$ cat src/rtl/ula_wb_stage_if.sv
// rtl/ula_wb_stage_if.sv - ALU-result and register-file write handshake bundle for ula_wb_stage
//
// Purpose: carries the two valid/ready streams of the writeback stage.
//   in_*  : ALU result stream (producer = ALU, consumer = stage)
//   wb_*  : register-file write stream (producer = stage, consumer = register file)
// Modports:
//   master : environment view (drives in_*, wb_ready; observes in_ready, wb_*)
//   slave  : stage view (consumes in_*, wb_ready; drives in_ready, wb_*)
interface ula_wb_stage_if #(
    parameter int DATA_WIDTH     = 16,
    parameter int OPCODE_WIDTH   = 4,
    parameter int REG_ADDR_WIDTH = 4
);
    logic                      in_valid;
    logic                      in_ready;
    logic [OPCODE_WIDTH-1:0]   in_opcode;
    logic [REG_ADDR_WIDTH-1:0] in_rd;
    logic [DATA_WIDTH-1:0]     in_data;
    logic [4:0]                in_rflags;

    logic                      wb_valid;
    logic                      wb_ready;
    logic [REG_ADDR_WIDTH-1:0] wb_rd;
    logic [DATA_WIDTH-1:0]     wb_data;

    modport master (
        output in_valid, in_opcode, in_rd, in_data, in_rflags, wb_ready,
        input  in_ready, wb_valid, wb_rd, wb_data
    );

    modport slave (
        input  in_valid, in_opcode, in_rd, in_data, in_rflags, wb_ready,
        output in_ready, wb_valid, wb_rd, wb_data
    );
endinterface

$ cat src/rtl/ula_wb_stage.sv
// rtl/ula_wb_stage.sv - execute-to-writeback stage: flag register, 2-entry write skid FIFO, div-by-zero trap
//
// Optional feature macro: ULA_WB_STICKY_OVF_EN (flags_q[4] overflow bit becomes sticky)
//
// Ports:
//   i_clk            clock, all state on rising edge
//   i_rst            synchronous reset, active-high
//   bus (slave)      in_* ALU result stream, wb_* register-file write stream
//   i_flags_clr      clear flag register (an accept on the same edge wins)
//   o_flags_q        processor flag register {ovf, gt, eq, lt, dz}
//   o_div_zero_trap  one-cycle pulse after a divide-by-zero is accepted
//   o_wb_count       number of completed register writes (wraps)
module ula_wb_stage #(
    parameter int DATA_WIDTH     = 16,
    parameter int OPCODE_WIDTH   = 4,
    parameter int REG_ADDR_WIDTH = 4,
    parameter int CNT_WIDTH      = 16
) (
    input  logic                 i_clk,
    input  logic                 i_rst,
    ula_wb_stage_if.slave        bus,
    input  logic                 i_flags_clr,
    output logic [4:0]           o_flags_q,
    output logic                 o_div_zero_trap,
    output logic [CNT_WIDTH-1:0] o_wb_count
);
    // Opcode encodings shared with the ALU.
    localparam logic [OPCODE_WIDTH-1:0] OP_ADD = OPCODE_WIDTH'(0);
    localparam logic [OPCODE_WIDTH-1:0] OP_SUB = OPCODE_WIDTH'(1);
    localparam logic [OPCODE_WIDTH-1:0] OP_CMP = OPCODE_WIDTH'(2);
    localparam logic [OPCODE_WIDTH-1:0] OP_MUL = OPCODE_WIDTH'(3);
    localparam logic [OPCODE_WIDTH-1:0] OP_DIV = OPCODE_WIDTH'(4);
    localparam logic [OPCODE_WIDTH-1:0] OP_AND = OPCODE_WIDTH'(5);
    localparam logic [OPCODE_WIDTH-1:0] OP_OR  = OPCODE_WIDTH'(6);
    localparam logic [OPCODE_WIDTH-1:0] OP_NOT = OPCODE_WIDTH'(7);

    // FIFO storage: entry 0 is the head driven onto wb_*, entry 1 the tail.
    logic [1:0]                r_count;
    logic [REG_ADDR_WIDTH-1:0] r_head_rd;
    logic [DATA_WIDTH-1:0]     r_head_data;
    logic [REG_ADDR_WIDTH-1:0] r_tail_rd;
    logic [DATA_WIDTH-1:0]     r_tail_data;
    logic [4:0]                r_flags;
    logic                      r_trap;
    logic [CNT_WIDTH-1:0]      r_wb_count;

    logic       w_accept;
    logic       w_known;
    logic       w_enq;
    logic       w_dz;
    logic       w_push;
    logic       w_pop;
    logic [4:0] w_acc_flags;

    // in_ready depends only on registered occupancy so there is no
    // combinational path from wb_ready back to the ALU.
    assign bus.in_ready = !i_rst && (r_count != 2'd2);
    assign bus.wb_valid = (r_count != 2'd0);
    assign bus.wb_rd    = r_head_rd;
    assign bus.wb_data  = r_head_data;

    assign o_flags_q       = r_flags;
    assign o_div_zero_trap = r_trap;
    assign o_wb_count      = r_wb_count;

    assign w_accept = bus.in_valid && bus.in_ready;
    assign w_pop    = bus.wb_valid && bus.wb_ready;
    assign w_push   = w_accept && w_enq;

    always_comb begin
        w_known = 1'b0;
        w_enq   = 1'b0;
        w_dz    = 1'b0;
        case (bus.in_opcode)
            OP_ADD, OP_SUB, OP_MUL, OP_AND, OP_OR, OP_NOT: begin
                w_known = 1'b1;
                w_enq   = 1'b1;
            end
            OP_DIV: begin
                w_known = 1'b1;
                w_enq   = !bus.in_rflags[0];
                w_dz    = bus.in_rflags[0];
            end
            OP_CMP: begin
                w_known = 1'b1;
            end
            default: begin
                w_known = 1'b0;
            end
        endcase
    end

    always_comb begin
        w_acc_flags = bus.in_rflags;
`ifdef ULA_WB_STICKY_OVF_EN
        // Overflow accumulates until explicitly cleared; a clear on the
        // same edge restarts accumulation from the incoming bit.
        w_acc_flags[4] = i_flags_clr ? bus.in_rflags[4] : (r_flags[4] | bus.in_rflags[4]);
`else
        w_acc_flags[4] = bus.in_rflags[4];
`endif
    end

    always_ff @(posedge i_clk) begin
        if (i_rst) begin
            r_count     <= 2'd0;
            r_head_rd   <= '0;
            r_head_data <= '0;
            r_tail_rd   <= '0;
            r_tail_data <= '0;
            r_flags     <= 5'd0;
            r_trap      <= 1'b0;
            r_wb_count  <= '0;
        end else begin
            r_trap <= w_accept && w_dz;

            if (w_accept && w_known) begin
                r_flags <= w_acc_flags;
            end else if (i_flags_clr) begin
                r_flags <= 5'd0;
            end

            if (w_pop) begin
                r_wb_count <= r_wb_count + CNT_WIDTH'(1);
            end

            if (w_push && w_pop) begin
                // Only reachable with one entry: the new result becomes the head.
                r_head_rd   <= bus.in_rd;
                r_head_data <= bus.in_data;
            end else if (w_push) begin
                if (r_count == 2'd0) begin
                    r_head_rd   <= bus.in_rd;
                    r_head_data <= bus.in_data;
                end else begin
                    r_tail_rd   <= bus.in_rd;
                    r_tail_data <= bus.in_data;
                end
                r_count <= r_count + 2'd1;
            end else if (w_pop) begin
                if (r_count == 2'd2) begin
                    r_head_rd   <= r_tail_rd;
                    r_head_data <= r_tail_data;
                end
                r_count <= r_count - 2'd1;
            end
        end
    end
endmodule

$ cat src/flat_wrapper.sv
// flat-port wrapper written by rule: the top's interface ports become plain ports
module ula_wb_stage_flat 
#(
    parameter int DATA_WIDTH     = 16,
    parameter int OPCODE_WIDTH   = 4,
    parameter int REG_ADDR_WIDTH = 4,
    parameter int CNT_WIDTH      = 16
)
  (i_clk, i_rst, i_flags_clr, o_flags_q, o_div_zero_trap, o_wb_count, bus_in_valid, bus_in_opcode, bus_in_rd, bus_in_data, bus_in_rflags, bus_wb_ready, bus_in_ready, bus_wb_valid, bus_wb_rd, bus_wb_data);
  ula_wb_stage_if #(.DATA_WIDTH(DATA_WIDTH), .OPCODE_WIDTH(OPCODE_WIDTH), .REG_ADDR_WIDTH(REG_ADDR_WIDTH)) bus_i ();
  input  logic i_clk;
  input  logic i_rst;
  input  logic i_flags_clr;
  output logic [4:0] o_flags_q;
  output logic o_div_zero_trap;
  output logic [CNT_WIDTH-1:0] o_wb_count;
  input wire logic [$bits(bus_i.in_valid)-1:0] bus_in_valid;
  input wire logic [$bits(bus_i.in_opcode)-1:0] bus_in_opcode;
  input wire logic [$bits(bus_i.in_rd)-1:0] bus_in_rd;
  input wire logic [$bits(bus_i.in_data)-1:0] bus_in_data;
  input wire logic [$bits(bus_i.in_rflags)-1:0] bus_in_rflags;
  input wire logic [$bits(bus_i.wb_ready)-1:0] bus_wb_ready;
  output wire logic [$bits(bus_i.in_ready)-1:0] bus_in_ready;
  output wire logic [$bits(bus_i.wb_valid)-1:0] bus_wb_valid;
  output wire logic [$bits(bus_i.wb_rd)-1:0] bus_wb_rd;
  output wire logic [$bits(bus_i.wb_data)-1:0] bus_wb_data;
  assign bus_i.in_valid = bus_in_valid;
  assign bus_i.in_opcode = bus_in_opcode;
  assign bus_i.in_rd = bus_in_rd;
  assign bus_i.in_data = bus_in_data;
  assign bus_i.in_rflags = bus_in_rflags;
  assign bus_i.wb_ready = bus_wb_ready;
  assign bus_in_ready = bus_i.in_ready;
  assign bus_wb_valid = bus_i.wb_valid;
  assign bus_wb_rd = bus_i.wb_rd;
  assign bus_wb_data = bus_i.wb_data;
  ula_wb_stage #(.DATA_WIDTH(DATA_WIDTH), .OPCODE_WIDTH(OPCODE_WIDTH), .REG_ADDR_WIDTH(REG_ADDR_WIDTH), .CNT_WIDTH(CNT_WIDTH)) u_core (.i_clk(i_clk), .i_rst(i_rst), .bus(bus_i), .i_flags_clr(i_flags_clr), .o_flags_q(o_flags_q), .o_div_zero_trap(o_div_zero_trap), .o_wb_count(o_wb_count));
endmodule
$ cat config.mk
export PLATFORM = sky130hd
export DESIGN_NAME = ula_wb_stage_flat
export DESIGN_NICKNAME = d
export VERILOG_FILES = /design/src/rtl/ula_wb_stage_if.sv /design/src/rtl/ula_wb_stage.sv /design/src/flat_wrapper.sv
export SDC_FILE = /design/constraint.sdc
export NUM_CORES = 1
export LEC_CHECK = 0
export CAP_MARGIN = 25
export CORE_UTILIZATION = 40
export DETAILED_ROUTE_END_ITERATION = 10
export HOLD_SLACK_MARGIN = 0.02
export PLACE_DENSITY = 0.68
export SLEW_MARGIN = 15
export SYNTH_ARGS = -nofsm -noshare
export SYNTH_HDL_FRONTEND = slang
export SYNTH_SLANG_ARGS = --single-unit
export TNS_END_PERCENT = 100
$ cat constraint.sdc
create_clock -name i_clk -period 4.75 [get_ports i_clk]
set_input_delay 1.1875 -clock i_clk [delete_from_list [all_inputs] [get_ports i_clk]]
set_output_delay 1.1875 -clock i_clk [all_outputs]
set_load 0.03 [all_outputs]
# Word level (Yosys, flattened, before mapping)

Index checks and enable logic that the tools add are counted.

Add/subtract/negate cells: 3
Eq/ne operators: 10
Muxes and demuxes: 17
Bitwise gates (word level): 2
Reduce and logical (&&, ||, !) cells: 21

Operator list:

| operator                                      | count |
|---|---|
| two-way mux 16 bit                            | 5 |
| two-way mux 4 bit                             | 5 |
| adder 16 x 1 -> 16 bit, second input constant | 1 |
| == test 4 x 3 -> 1 bit, second input constant | 4 |
| two-way mux 5 bit                             | 2 |
| == test 4 x 2 -> 1 bit, second input constant | 2 |
| OR reduction 8 bit                            | 1 |
| logical AND 1 bit                             | 7 |
| AND reduction 3 bit                           | 2 |
| nonzero test 2 bit                            | 3 |
| nonzero test 3 bit                            | 2 |
| OR reduction 6 bit                            | 1 |
| == test 4 x 1 -> 1 bit, second input constant | 1 |
| zero test 4 bit                               | 1 |
| two-way mux 2 bit                             | 2 |
| != test 3 bit, second input constant          | 1 |
| adder 2 x 1 -> 2 bit, second input constant   | 1 |
| == test 2 bit, second input constant          | 1 |
| zero test 1 bit                               | 2 |
| zero test 2 bit                               | 1 |
| two-way mux 1 bit                             | 2 |
| != test 2 bit, second input constant          | 1 |
| inverter 1 bit                                | 2 |
| one-hot mux 1 bit (2 select lines)            | 1 |
| 2 further kinds                               | 2 |

Register bits: 64
Bits of input ports: 34
Output and inout port bits: 44
Word-level logic and storage cells: 61

# Logic depth before layout (Yosys ltp)

Gate-level depths: netlist of run 1.

Depth in word-level cells: 7
Depth in mapped cells: 11
Mapped depth without buffers: 7

# Least setup slack after synthesis of run 1

OpenSTA, ideal clock, no wires.

Path kind: in2reg
From: in bus_in_opcode[0]
To: reg u_core.r_tail_data[0]
Setup time: 0.134 ns
Arrival time: 3.037 ns
Required time: 4.616 ns
Path slack: 1.580 ns
Stages: 10
Buffers on the path: 3
Path through: or3b_2 > nand4_4 > inv_4 > buf_8 > buf_4 > ha_1 > or2_2 > clkbuf_1 > o21ai_0 > a21oi_1

Longest elaborated chain between the ends: 7
Elaborated cells between the ends (all ways): 13
Those cells by class: eq/ne: 6; mux: 1; bitwise: 1; reduce/logical: 5

RTL lines:

| element                                        | line                | source |
|---|---|---|
| start: declaration                             | flat_wrapper.sv:18  | `input wire logic [$bits(bus_i.in_opcode)-1:0] bus_in_opcode;` |
| == test 4 x 1 -> 1 bit (tied with other cells) | ula_wb_stage.sv:74  | `case (bus.in_opcode)` |
| OR reduction 6 bit                             | n/a                 |  |
| one-hot mux 1 bit (2 select lines) *           | ula_wb_stage.sv:74  |  |
| logical AND 1 bit *                            | ula_wb_stage.sv:68  | `assign w_push = w_accept && w_enq;` |
| logical AND 1 bit                              | ula_wb_stage.sv:127 | `if (w_push && w_pop) begin` |
| inverter 1 bit (no line)                       | n/a                 |  |
| AND reduction 3 bit (no line) *                | n/a                 |  |
| end signal: assignment                         | ula_wb_stage.sv:137 | `r_tail_data <= bus.in_data;` |
| end: declaration                               | ula_wb_stage.sv:42  | `logic [DATA_WIDTH-1:0] r_tail_data;` |

Every way passes the cells marked *; elsewhere a longest branch is shown, timed or not.
A chain may end at the register's enable or synchronous reset.

# Worst setup path in the final report of run 1

From: in bus_in_opcode[1]
To: reg u_core.r_tail_data[4]

Same word-level chain as after synthesis.

==> results of run 1 <==
## worst max path at each step
| stage | from | endpoint | slack (ps) |
|---|---|---|---|
| finish | bus_in_opcode[1] | u_core.r_tail_data[4] | 1050 |
| detailed placement | bus_in_opcode[1] | u_core.r_tail_data[4] | 710 |
| global placement | bus_in_opcode[1] | u_core.r_tail_rd[1] | 830 |
| CTS | bus_in_opcode[1] | u_core.r_tail_data[4] | 1060 |
| global route | bus_in_opcode[1] | u_core.r_tail_data[1] | 880 |
| floorplan | bus_in_opcode[0] | u_core.r_tail_data[0] | 1580 |
## placed cells by master (no fill, tap or decap), types with 2 or more instances in the layout
cell type and n:
and3_1 2, nand4_1 5, xnor2_1 4, buf_4 3, nand3b_1 5, o21ai_0 23
nor4_1 4, a221oi_1 18, clkinv_2 2, clkbuf_1 3, nor2b_1 4, nand2_1 16
mux2_2 5, mux2i_1 21, nand3_1 23, and2_1 2, ha_1 2, nand2b_1 3
nor2_1 38, dfxtp_1 64, clkbuf_8 10, clkdlybuf4s50_1 76, xor2_1 4, a21oi_1 30
inv_1 3, a221oi_2 2, or3_1 3, nor3_1 3
## state kept, by name, indices dropped and copies added, names as in the netlist
name,cells
u_core.o_div_zero_trap,1
u_core.r_count,2
u_core.o_flags_q,5
u_core.o_wb_count,16
u_core.r_tail_rd,4
u_core.r_tail_data,16
u_core.bus.wb_data,16
u_core.bus.wb_rd,4
## per-layer routing
metal | GRT usage, % | up-vias | wire length, um
li1 | - | 1289 | -
met1 | 24.18 | 1207 | 3074
met2 | 30.59 | 73 | 3151
met3 | 4.190 | 5 | 414
met4 | 8.636 | 0 | 84
met5 | 0 | - | 0
## layout make-up
| cell class | instances | area (um^2) |
|---|---|---|
| clock buffers | 13 | 148.9 |
| clock inverters | 3 | 17.52 |
| fillers | 637 | 3057 |
| inverters | 5 | 21.27 |
| multi-input cells | 227 | 1435 |
| flip-flops and latches | 64 | 1281 |
| well taps | 96 | 120.1 |
| repair buffers | 80 | 788.3 |
## logic make-up after synthesis
logic type | count (synthesis) | share of synthesized area (%)
AO/OA/AOI/OAI | 76 | 16.60
XOR/XNOR | 8 | 2.440
adder cells (fa/ha/maj) | 2 | 0.8713
buffers and inverters | 29 | 5.403
flip-flops | 64 | 44.62
multiplexers | 26 | 9.281
AND/OR/NAND/NOR | 115 | 20.78
## worst reg2reg max path: stages (launching register included)
cell	delay [ps]
dfxtp_1	390
nand2b_1	240
nand4_4	260
inv_4	270
ha_1	270
nor2_1	460
buf_4	290
nand3_1	100
a21oi_1	160
## per-stage QoR
stage | instance area (um^2) | setup WS (ps) | util, % | hold slack (ps)
final | 3812 | 1047 | 55.50 | 475.9
after global routing | 3812 | 875.0 | 55.50 | 501.5
after CTS | 3812 | 1059 | 55.50 | 476.1
after detailed placement | 3646 | 711.3 | 53.08 | 466.4
after global placement | 3646 | 828.6 | 53.08 | 459.8
after floorplan | 2872 | 1580 | - | 453.2
## power breakdown
group | internal [uW] | switching, uW | total [uW] | leakage [uW]
clock | 202 | 198 | 401 | 0.0000834
sequential | 588 | 32.8 | 621 | 0.000519
combinational | 184 | 284 | 468 | 0.000637
total | 975 | 515 | 1490 | 0.00124
==> reports/qor.csv, run 1 <==
metric,value,unit
status,"complete, no violations",
"antenna viol nets, final",0,
Starting Density,41.80,%
average size of a mapped cell,8.973,um^2
ys async rst share,0,%
die area,7521,um^2
Max Buffers Root-to-Sink,2,
Tmin final,3703,ps
CP Capture Type,flop,
Yosys top cell area share,44.62,%
Yosys reg bits,64,
mapped cell area,2872,um^2
Pre-antenna DRT Iters,4,
Post-DP HPWL,4388,um
FP Rows,30,
initial antenna violation count,0,
Synth Instances,320,
Lkg Pwr,0.001239,uW
routability cong.,0.7161,
reg2reg start,u_core.r_count[0],
peak supply drop,0.1736,mV
Crit Path Category,in -> reg,
Cell variety after synth,41,
WP buf/inv,3,
main flop type after synthesis,dfxtp_1,
PortBufs,77,
number of setup buffers added after CTS,0,
die height,86.73,um
"count leader, synth",dfxtp_1,
routed length per placed instance,13.78,um
R2R depth,8,
Required @ worst endpoint,5010,ps
total clock sinks,64,
global router's overall resource usage,18.94,%
"EDFF count, synth",0,
IO Count,78,
die width,86.73,um
Stages on worst setup path,9,
"Hold Vio Cnt, Final",0,
share of layout cells above drive strength 1,7.908,%
max-slew violation count,0,
Num CTS Buffers,9,
r2r setup slk,2240,ps
H-tree Lvls,3,
fmax,270.1,MHz
WL final,6725,um
number of DRC markers in iteration 0,124,
Cell Pwr Density,390.9,nW/um^2
Least-Margin Pin Slew,867.3,ps
"area leader, netlist",dfxtp_1,
clk_lat worst skew,330,ps
"Seq/Total Area, Yosys",44.62,%
Synth top cells by count,"dfxtp_1, nor2_1, a21oi_1",
unrepaired setup endpoints after global routing,false,
synth top area cells,"dfxtp_1, mux2i_1, a221oi_1",
Max-cap violations,0,
via count,2574,
CTS resizes,0,
FF-to-FF End,u_core.r_tail_data[4],
crit path max fanout,42,
post-route insts no fill,488,
first-pass GRT wire length,11030,um
Worst Hold End,u_core.r_tail_data[13],
CTS Root Cell,clkbuf_8,
vias in the first global route,2333,
setup violators final,0,
area growth from synthesis to layout,32.77,%
clock-pin slew of the registers on the worst-case setup and hold paths,70,ps
Worst Path Arrival,3960,ps
Hold WC Path Type,reg -> reg,
clock skew,8.867,ps
setup TNS,0,ps
"Remaining Overflow, GRT",0,
max incr delay on CP,500,ps
Hold Path Stages,2,
largest net degree at the start of global routing,60,
DR DRC count,0,
CTS tree,yes,
crit path cell chain,clkdlybuf4s50_1 > or3b_2 > nand4_4 > inv_4 > ha_1 > nor2_1 > buf_4 > nand3_1 > a21oi_1,
Tcrit/Tclk final,77.95,%
vias per cell,5.275,
core box area,6869,um^2
hold wc startpoint,u_core.r_tail_data[13],
post-synth net total,356,
critical path's slowest cell,or3b_2,
cts-stage hold buffer count,0,
synth warn,0,
dpl cells,472,
Rel. slew slack,41.92,%
n_diodes,0,
"delay-heaviest family, CP",simple AND/OR/NAND/NOR gates,
startpoint types,input port,
Pwr Total,1490,uW
Final nets,423,
Note: power is estimated with default switching activity, not from simulation.
==> inputs of run 2 (changes only) <==
Settings changed: PLACE_DENSITY 0.68 to 0.71.
Clock period 4.75 ns to 3.3 ns, I/O delays scaled along.
==> reports/qor.csv, run 2 (synthesized netlist as in run 1, its figures left out) <==
metric,value,unit,change
WP buf/inv,2,,-1
vias per cell,5.165,,-2.1%
"antenna viol nets, final",0,,unchanged
core box area,6869,um^2,unchanged
R2R depth,6,,-2
n_diodes,0,,unchanged
Crit Path Category,in -> reg,,
PortBufs,77,,unchanged
Worst Path Arrival,2870,ps,-1090 ps
most frequent cells in the layout,"clkdlybuf4s50_1, dfxtp_1, nor2_1",,
CTS tree,yes,,
reg2reg start,u_core.r_count[0],,
FF-to-FF End,u_core.r_count[1],,
Multi-input gate area,1435,um^2,unchanged
Max Buffers Root-to-Sink,2,,unchanged
FP Rows,30,,unchanged
die area,7521,um^2,unchanged
Cell Pwr Density,573.4,nW/um^2,+47%
crit path max fanout,20,,-52%
number of setup buffers added after CTS,0,,unchanged
total clock sinks,64,,unchanged
Lkg Pwr,0.001269,uW,+2.4%
setup violators final,0,,unchanged
CP Capture Type,flop,,
Pwr Total,2211,uW,+48%
die width,86.73,um,unchanged
Least-Margin Pin Slew,648.7,ps,-218.6 ps
register area,1281,um^2,unchanged
Tcrit/Tclk final,81.30,%,
WL final,6760,um,+0.52%
Fillers,634,,-0.47%
max-slew violation count,0,,unchanged
"Remaining Overflow, GRT",0,,unchanged
"delay-heaviest family, CP",simple AND/OR/NAND/NOR gates,,
via count,2541,,-1.3%
r2r setup slk,1200,ps,-1040 ps
clock skew,5.636,ps,-3.231 ps
largest net degree at the start of global routing,64,,+6.7%
Final nets,427,,+0.95%
Hold WC Path Type,reg -> reg,,
clock-pin slew of the registers on the worst-case setup and hold paths,70,ps,about the same
Rel. slew slack,56.75,%,+15 points
max incr delay on CP,500,ps,about the same
Tmin final,2683,ps,
Post-DP HPWL,4426,um,+0.85%
cts-stage hold buffer count,0,,unchanged
share of layout cells above drive strength 1,8.838,%,+0.93 points
number of DRC markers in iteration 0,121,,-2.4%
setup TNS,0,ps,unchanged
DR DRC count,0,,unchanged
Stages on worst setup path,8,,-1
startpoint types,input port,,
global router's overall resource usage,18.74,%,-0.20 points
first-pass GRT wire length,11040,um,about the same
CTS resizes,0,,unchanged
CTS Root Cell,clkbuf_8,,
critical path's slowest cell,or3b_2,,
area growth from synthesis to layout,34.29,%,
routed length per placed instance,13.74,um,-0.30%
clk_lat worst skew,330,ps,about the same
peak supply drop,0.3032,mV,+75%
fmax,372.7,MHz,
routability cong.,0.7047,,-1.6%
unrepaired setup endpoints after global routing,false,,
Required @ worst endpoint,3490,ps,-1520 ps
IO Count,78,,unchanged
Max-cap violations,0,,unchanged
"Hold Vio Cnt, Final",0,,unchanged
crit path cell chain,clkdlybuf4s50_1 > or3b_2 > nand4_4 > inv_4 > ha_1 > or2_2 > o21ai_0 > a21oi_1,,
Pre-antenna DRT Iters,4,,unchanged
Critical Path Sink,u_core.r_tail_data[7],,
Starting Density,41.80,%,unchanged
status,"complete, no violations",,
vias in the first global route,2287,,-2.0%
"most common cell after layout, fill and taps aside",clkdlybuf4s50_1,,
dpl cell area,3676,um^2,+0.82%
post-route cell area,3856,um^2,+1.1%
H-tree Lvls,3,,unchanged
die height,86.73,um,unchanged
crit path from,bus_in_opcode[1],,
Num CTS Buffers,9,,unchanged
initial antenna violation count,0,,unchanged
-- run 2: worst register-to-register path: cells and delay by family, from the launching register on --
| kind | cells | cell delay [ps] |
|---|---|---|
| buf+inv | 2 | 510 |
| flops | 1 | 480 |
| mux | 2 | 630 |
| simple gates | 2 | 380 |
-- run 2: layout make-up --
cell class | instances | share of cell area, %
multi-input combinational | 227 | 37.22
sequential | 64 | 33.23
timing repair buffer | 84 | 21.22
clock buffer | 12 | 3.504
tap | 96 | 3.115
clock inverter | 4 | 1.168
inverter | 5 | 0.5516
-- run 2: worst min-delay path by stage --
stage	slack, ps	cells past startpoint	endpoint	start
global route	510	2	u_core.r_tail_data[15]	u_core.r_tail_data[15]
finish	470	2	u_core.r_tail_data[15]	u_core.r_tail_data[15]
global placement	460	2	u_core.r_tail_data[9]	u_core.r_tail_data[9]
floorplan	450	2	u_core.r_tail_data[0]	u_core.r_tail_data[0]
CTS	480	2	u_core.r_tail_data[0]	u_core.r_tail_data[0]
detailed placement	470	2	u_core.r_tail_data[0]	u_core.r_tail_data[0]
-- run 2: layer usage --
| metal | wire length, um | share of wire, % | vias to the layer above | global-route usage (%) |
|---|---|---|---|---|
| li1 | - | - | 1291 | - |
| met2 | 3033 | 45 | 74 | 28.64 |
| met1 | 3191 | 47 | 1170 | 25.38 |
| met3 | 471 | 7.0 | 6 | 4.476 |
| met5 | 0 | 0 | - | 0 |
| met4 | 63 | 0.93 | 0 | 7.576 |
-- run 2: power by group --
part	switching, uW	internal [uW]	total, uW
Sequential	49.8	847	897
Clock	286	346	632
Combinational	412	270	682
Total	748	1460	2210
-- run 2: stage by stage --
stage,worst slack [ps],utilization [%],hold slack (ps),instances
CTS,628.6,56.14,476.0,492
detailed placement,269.5,53.52,466.7,476
floorplan,492.2,-,453.2,320
global route,489.8,56.14,506.7,492
global placement,323.4,53.52,459.2,476
finish,617.2,56.14,474.9,492
